==> src/rtl/enc_4_2_ser.sv <==
// Sequential 4-to-2 priority encoder: captures a request vector, then emits
// each set bit's index lowest-first under a vld/rdy handshake. ENC_COUNT_EN adds cnt.
module enc_4_2_ser (
  input  logic       clk,
  input  logic       rst,
  input  logic       ld,
  input  logic [3:0] Din,
  output logic [1:0] Dout,
  output logic       vld,
  input  logic       rdy,
  output logic       busy,
  output logic       done,
`ifdef ENC_COUNT_EN
  output logic [2:0] cnt,
`endif
  output logic       none
);

  typedef enum logic {IDLE, EMIT} state_t;

  state_t     state_reg;
  logic [3:0] pend_reg;
  logic [3:0] rem;

  function automatic logic [1:0] lowest_idx(input logic [3:0] v);
    if (v[0])      return 2'd0;
    else if (v[1]) return 2'd1;
    else if (v[2]) return 2'd2;
    else           return 2'd3;
  endfunction

  // Requests still pending once the index currently on Dout is accepted.
  assign rem = pend_reg & ~(4'b0001 << Dout);

  always_ff @(posedge clk) begin
    if (rst) begin
      state_reg <= IDLE;
      pend_reg  <= 4'b0000;
      Dout      <= 2'b00;
      vld       <= 1'b0;
      busy      <= 1'b0;
      done      <= 1'b0;
      none      <= 1'b0;
    end else begin
      done <= 1'b0;
      none <= 1'b0;
      case (state_reg)
        IDLE: begin
          if (ld) begin
            if (Din != 4'b0000) begin
              pend_reg  <= Din;
              Dout      <= lowest_idx(Din);
              vld       <= 1'b1;
              busy      <= 1'b1;
              state_reg <= EMIT;
            end else begin
              none <= 1'b1;
            end
          end
        end
        EMIT: begin
          if (rdy) begin
            pend_reg <= rem;
            if (rem != 4'b0000) begin
              Dout <= lowest_idx(rem);
            end else begin
              vld       <= 1'b0;
              busy      <= 1'b0;
              done      <= 1'b1;
              state_reg <= IDLE;
            end
          end
        end
        default: state_reg <= IDLE;
      endcase
    end
  end

`ifdef ENC_COUNT_EN
  function automatic logic [2:0] popcount(input logic [3:0] v);
    return {2'b00, v[0]} + {2'b00, v[1]} + {2'b00, v[2]} + {2'b00, v[3]};
  endfunction

  // Latched on every accepted load, all-zero loads included.
  always_ff @(posedge clk) begin
    if (rst) begin
      cnt <= 3'b000;
    end else if (state_reg == IDLE && ld) begin
      cnt <= popcount(Din);
    end
  end
`endif

endmodule

==> config.mk <==
export PLATFORM = sky130hd
export DESIGN_NAME = enc_4_2_ser
export DESIGN_NICKNAME = d
export VERILOG_FILES = /design/src/rtl/enc_4_2_ser.sv
export SDC_FILE = /design/constraint.sdc
export NUM_CORES = 1
export LEC_CHECK = 0
export CAP_MARGIN = 20
export CORE_MARGIN = 5
export CORE_UTILIZATION = 39
export DETAILED_ROUTE_END_ITERATION = 16
export SLEW_MARGIN = 20
export SYNTH_ARGS = -nofsm -noshare
export SYNTH_HDL_FRONTEND = slang
export SYNTH_SLANG_ARGS = --single-unit
==> constraint.sdc <==
create_clock -name clk -period 3.6 [get_ports clk]
set_input_delay 0.36 -clock clk [delete_from_list [all_inputs] [get_ports clk]]
set_output_delay 0.36 -clock clk [all_outputs]
set_load 0.01 [all_outputs]
* After elaboration in Yosys (flattened, before gate mapping) *
Index checks and enable logic that the tools add are counted.

word-level totals
  output and inout port bits = 6
  input port bits = 8
  flip-flop bits (word level) = 10

operators by class
  reductions and logical operators = 7
  bitwise gates (word level) = 5
  eq/ne operators = 5
  multiplexer cells = 27
  shift-type cells = 1

operators with widths
  cell                   count
  $mux W2                8
  $mux W1                12
  $mux W4                3
  $ne A2 B2 Y1 const B   4
  $pmux W4 S2            1
  $reduce_and A4 Y1      2
  $reduce_bool A4 Y1     2
  $reduce_or A3 Y1       2
  $and A4 B4 Y4          1
  $not A4 Y4             1
  $pmux W1 S2            2
  $pmux W2 S2            1
  $shl A1 B2 Y4 const A  1
  $not A1 Y1             3
  $reduce_and A3 Y1      1
  $ne A2 B1 Y1 const B   1

* Depth between registers and ports, before layout *
  depth in word-level cells = 9
  mapped depth = 5

* Worst setup path before layout *
No wires, ideal clock.

  kind = register to register
  from = register Dout[0]
  to = register Dout[1]
  clock period less this slack = 1422 ps
  cell stages (with the launch flop) = 6
  data required time = 3521 ps
  arrival = 1343 ps
  path slack = 2178 ps
  cell sequence = dfxtp_1 buf_2 mux2_2 o221ai_1 a21oi_2 a211oi_2

between the ends
  cells in the longest elaborated chain, start to end = 8
  elaborated cells between the ends (all ways) = 11

RTL lines
  item                    line  source
  from (decl)             8     output logic [1:0] Dout,
  from (signal assigned)  52    Dout <= lowest_idx(Din);
  from (signal assigned)  65    Dout <= lowest_idx(rem);
  $shl A1 B2 Y4 *         33    assign rem = pend_reg & ~(4'b0001 << Dout);
  $not A4 Y4 *            33
  $and A4 B4 Y4 *         33
  $mux W2                 27    else if (v[1]) return 2'd1;
  $mux W2                 26    if (v[0]) return 2'd0;
  $mux W2                 64    if (rem != 4'b0000) begin
  $mux W2                 62    if (rdy) begin
  $pmux W2 S2             47    case (state_reg)

Mark *: on every way between the ends. The rest lies on a longest branch, timed or not. The select of a mux whose other input is x is not followed.
A chain may end at the register's enable or synchronous reset.

* Worst setup path in the final report *
  from = register Dout[1]
  to = output port Dout[1]

No word-level cell between the ends.

==> results.py <==
metrics = {
    "synth": {
        "synth_ff_type": "dfxtp_1",
        "synth_edf_count": 0,
        "syn_area_per_cell_sq_um": 8.69,
        "yosysUniqueCellTypes": 39,
        "syn_nets": 84,
        "ys_ff_latch": 10,
        "synthCells": 76,
        "ys_warn_count": 0,
        "synth_area_leader_cell": "dfxtp_1",
        "syn_area_sq_um": 661,
        "synthTopCellsByArea": "dfxtp_1 30%, o21ai_0 5.3%, nand2_1 5.1%, bufbuf_16 4.9%, a31oi_4 3.2%",
        "synth-seq-area-share_pct": 30.3,
        "synth_top_area_share_pct": 30.3,
        "synthArstFlopShare_pct": 0,
    },
    "finish": {
        "final_common_cell": "clkdlybuf4s50_1",
        "drive_above_1_share_pct": 17.0,
        "fillerInstances": 165,
        "seqCellArea_sq_um": 200,
        "final_cells": 104,
        "final_nets": 97,
        "multiInputGateArea_sq_um": 388,
        "largest_reg_flops": 4,
        "final_cell_mix": "13 x clkdlybuf4s50_1, 10 x dfxtp_1, 9 x nand2_1",
        "area_growth_pct": 20.1,
        "antenna_cells": 0,
        "fin_util_pct": 50.9,
    },
    "clocking": {
        "cts_buffers": 3,
        "tritoncts": "done",
        "worstSkewPairLatency_ns": 0.28,
        "clockRootBuffer": "clkbuf_4",
        "hold_buffers": 0,
        "post_cts_buffers": 0,
        "cts_resized": 0,
        "clk_path_buf_depth": 2,
        "htree_levels": 1,
        "clk_pin_slew_ns": 0.07,
        "cts_sinks": 10,
    },
    "setup_path": {
        "r2r-start": "Dout[1]",
        "crit_fanout": 12,
        "crit_chain": "clkdlybuf4s50_1",
        "crit_arrival_ns": 1.43,
        "critical_path_required_ns": 3.24,
        "worst_path_max_delay_cell": "clkdlybuf4s50_1",
        "cp_top_family": "buffers and inverters",
        "critPathBufInv": 1,
        "crit_path_end_kind": "primary output",
        "start_kind": "register",
        "r2r_slack_ns": 2.03,
        "timing.rr.end": "done",
        "slowest_delay_ns": 0.61,
        "critical_path_class": "reg -> out",
        "reg2regPathDepth": 4,
    },
    "routing": {
        "firstDrtPassIters": 4,
        "drcViolationCount": 0,
        "finalWirelength_mm": 1.47,
        "post_drt_via_cell_ratio": 5.76,
        "wire_per_inst_um": 14.2,
        "vias": 599,
        "drt_first_iter_violations": 12,
        "ant_nets": 0,
    },
    "floorplan": {
        "core_area_sq_mm": 0.00156,
        "core.rowCount": 14,
        "die_area_sq_mm": 0.00262,
        "die_h_um": 51.2,
        "die_x_um": 51.2,
        "initial_core_util_pct": 42.4,
        "pin_count": 14,
    },
    "placed_design": {
        "pre_cts_slack_ns": 1.62,
        "place_inst": 100,
        "portBuffers": 13,
        "place.gp.congestion": 0.782,
        "dp_hpwl_mm": 1.15,
    },
    "sta": {
        "hold_viol": 0,
        "setup_tns_ns": 0,
        "relSlewSlack_pct": 70.9,
        "grt_setup_unrepaired": "false",
        "final.period_utilization_pct": 49.7,
        "slew_viol_final": 0,
        "worst_slew_pin_slew_ns": 0.433,
        "fin_crit_ns": 1.79,
        "finalSetupViolCount": 0,
        "whs_ns": 0.512,
        "finClkSkew_ns": 0.00521,
        "max_freq_ghz": 0.559,
        "final.setup.worst_slack_ns": 1.81,
    },
    "grt": {
        "antenna_found_initial": 0,
        "grt_start_max_net_pins": 13,
        "grt_first_pass_wirelength_mm": 2.57,
        "grt_pass1_vias": 577,
        "grt-ovfl-total": 0,
        "track_usage_pct": 13.0,
    },
    "min_path": {
        "worstHoldPathCells": 2,
        "holdPathEnd": "pend_reg[0]",
        "hold_start": "pend_reg[0]",
        "min_path_type": "reg -> reg",
    },
    "outcome": {
        "outcome": "completed",
    },
    "pwr": {
        "p_clk_share_pct": 25.6,
        "power.density_mw_per_mm2": 519,
        "p_comb_share_pct": 35.5,
        "leakage_nw": 0.286,
        "irDropWorstVdd_v": 0.000239,
        "pwr-share-seq_pct": 38.9,
        "intPower_mw": 0.264,
        "p_switching_mw": 0.148,
        "switching_share_pct": 35.8,
    },
    "job": {
        "max_cap_violations": 0,
    },
}
==> metrics by stage <==
stage               power (mW)  area, sq um
detailed placement       0.310          757
CTS                      0.414          793
floorplan                0.280          661
global placement         0.309          757
finish                   0.412          793
global route             0.438          793
==> power by group through the flow <==
| stage | clock, mW | combinational [mW] | sequential, mW |
|---|---|---|---|
| after floorplan | 0 | 0.134 | 0.146 |
| after global placement | 0 | 0.146 | 0.163 |
| after detailed placement | 0 | 0.147 | 0.163 |
| after CTS | 0.106 | 0.147 | 0.161 |
| after global routing | 0.110 | 0.162 | 0.166 |
| final | 0.105 | 0.146 | 0.160 |
==> Yosys cell counts (all sizes together), types with 2 or more instances <==
cell,instances
a211oi,3
a21oi,4
a31oi,2
buf,3
dfxtp,10
inv,5
nand2,9
nand2b,2
nor2,5
nor3,2
nor4b,2
o21ai,8
==> cell type report <==
class | count | share of cell area [%]
Timing Repair Buffer | 13 | 16.4
Inverter | 5 | 2.37
Clock buffer | 4 | 4.57
Tap cell | 16 | 2.52
Multi-Input combinational cell | 56 | 48.9
Sequential cell | 10 | 25.2
==> routing by layer <==
layer | global-route usage (%) | wire length, um | vias up
li1 | - | - | 309
met1 | 15.8 | 700 | 271
met2 | 20.6 | 649 | 13
met3 | 2.91 | 81 | 6
met4 | 8.07 | 41 | 0
met5 | 0 | 0 | -
==> worst max path at each step <==
stage	startpoint	cells past startpoint	slack, ns	end
3_5_place_dp	Din[1]	5	1.62	Dout[0]
6_report	Dout[1]	1	1.81	Dout[1]
2_1_floorplan	Dout[0]	5	2.18	Dout[1]
4_1_cts	Dout[0]	1	1.80	Dout[0]
5_1_grt	Dout[1]	1	1.72	Dout[1]
3_3_place_gp	Din[1]	5	1.61	Dout[0]
==> logic make-up after synthesis <==
logic type / share of synthesized area, %
flops: 30.3
compound gates: 33.3
simple gates: 22.2
buf+inv: 11.0
mux: 3.22
(Power assumes the default switching activity.)
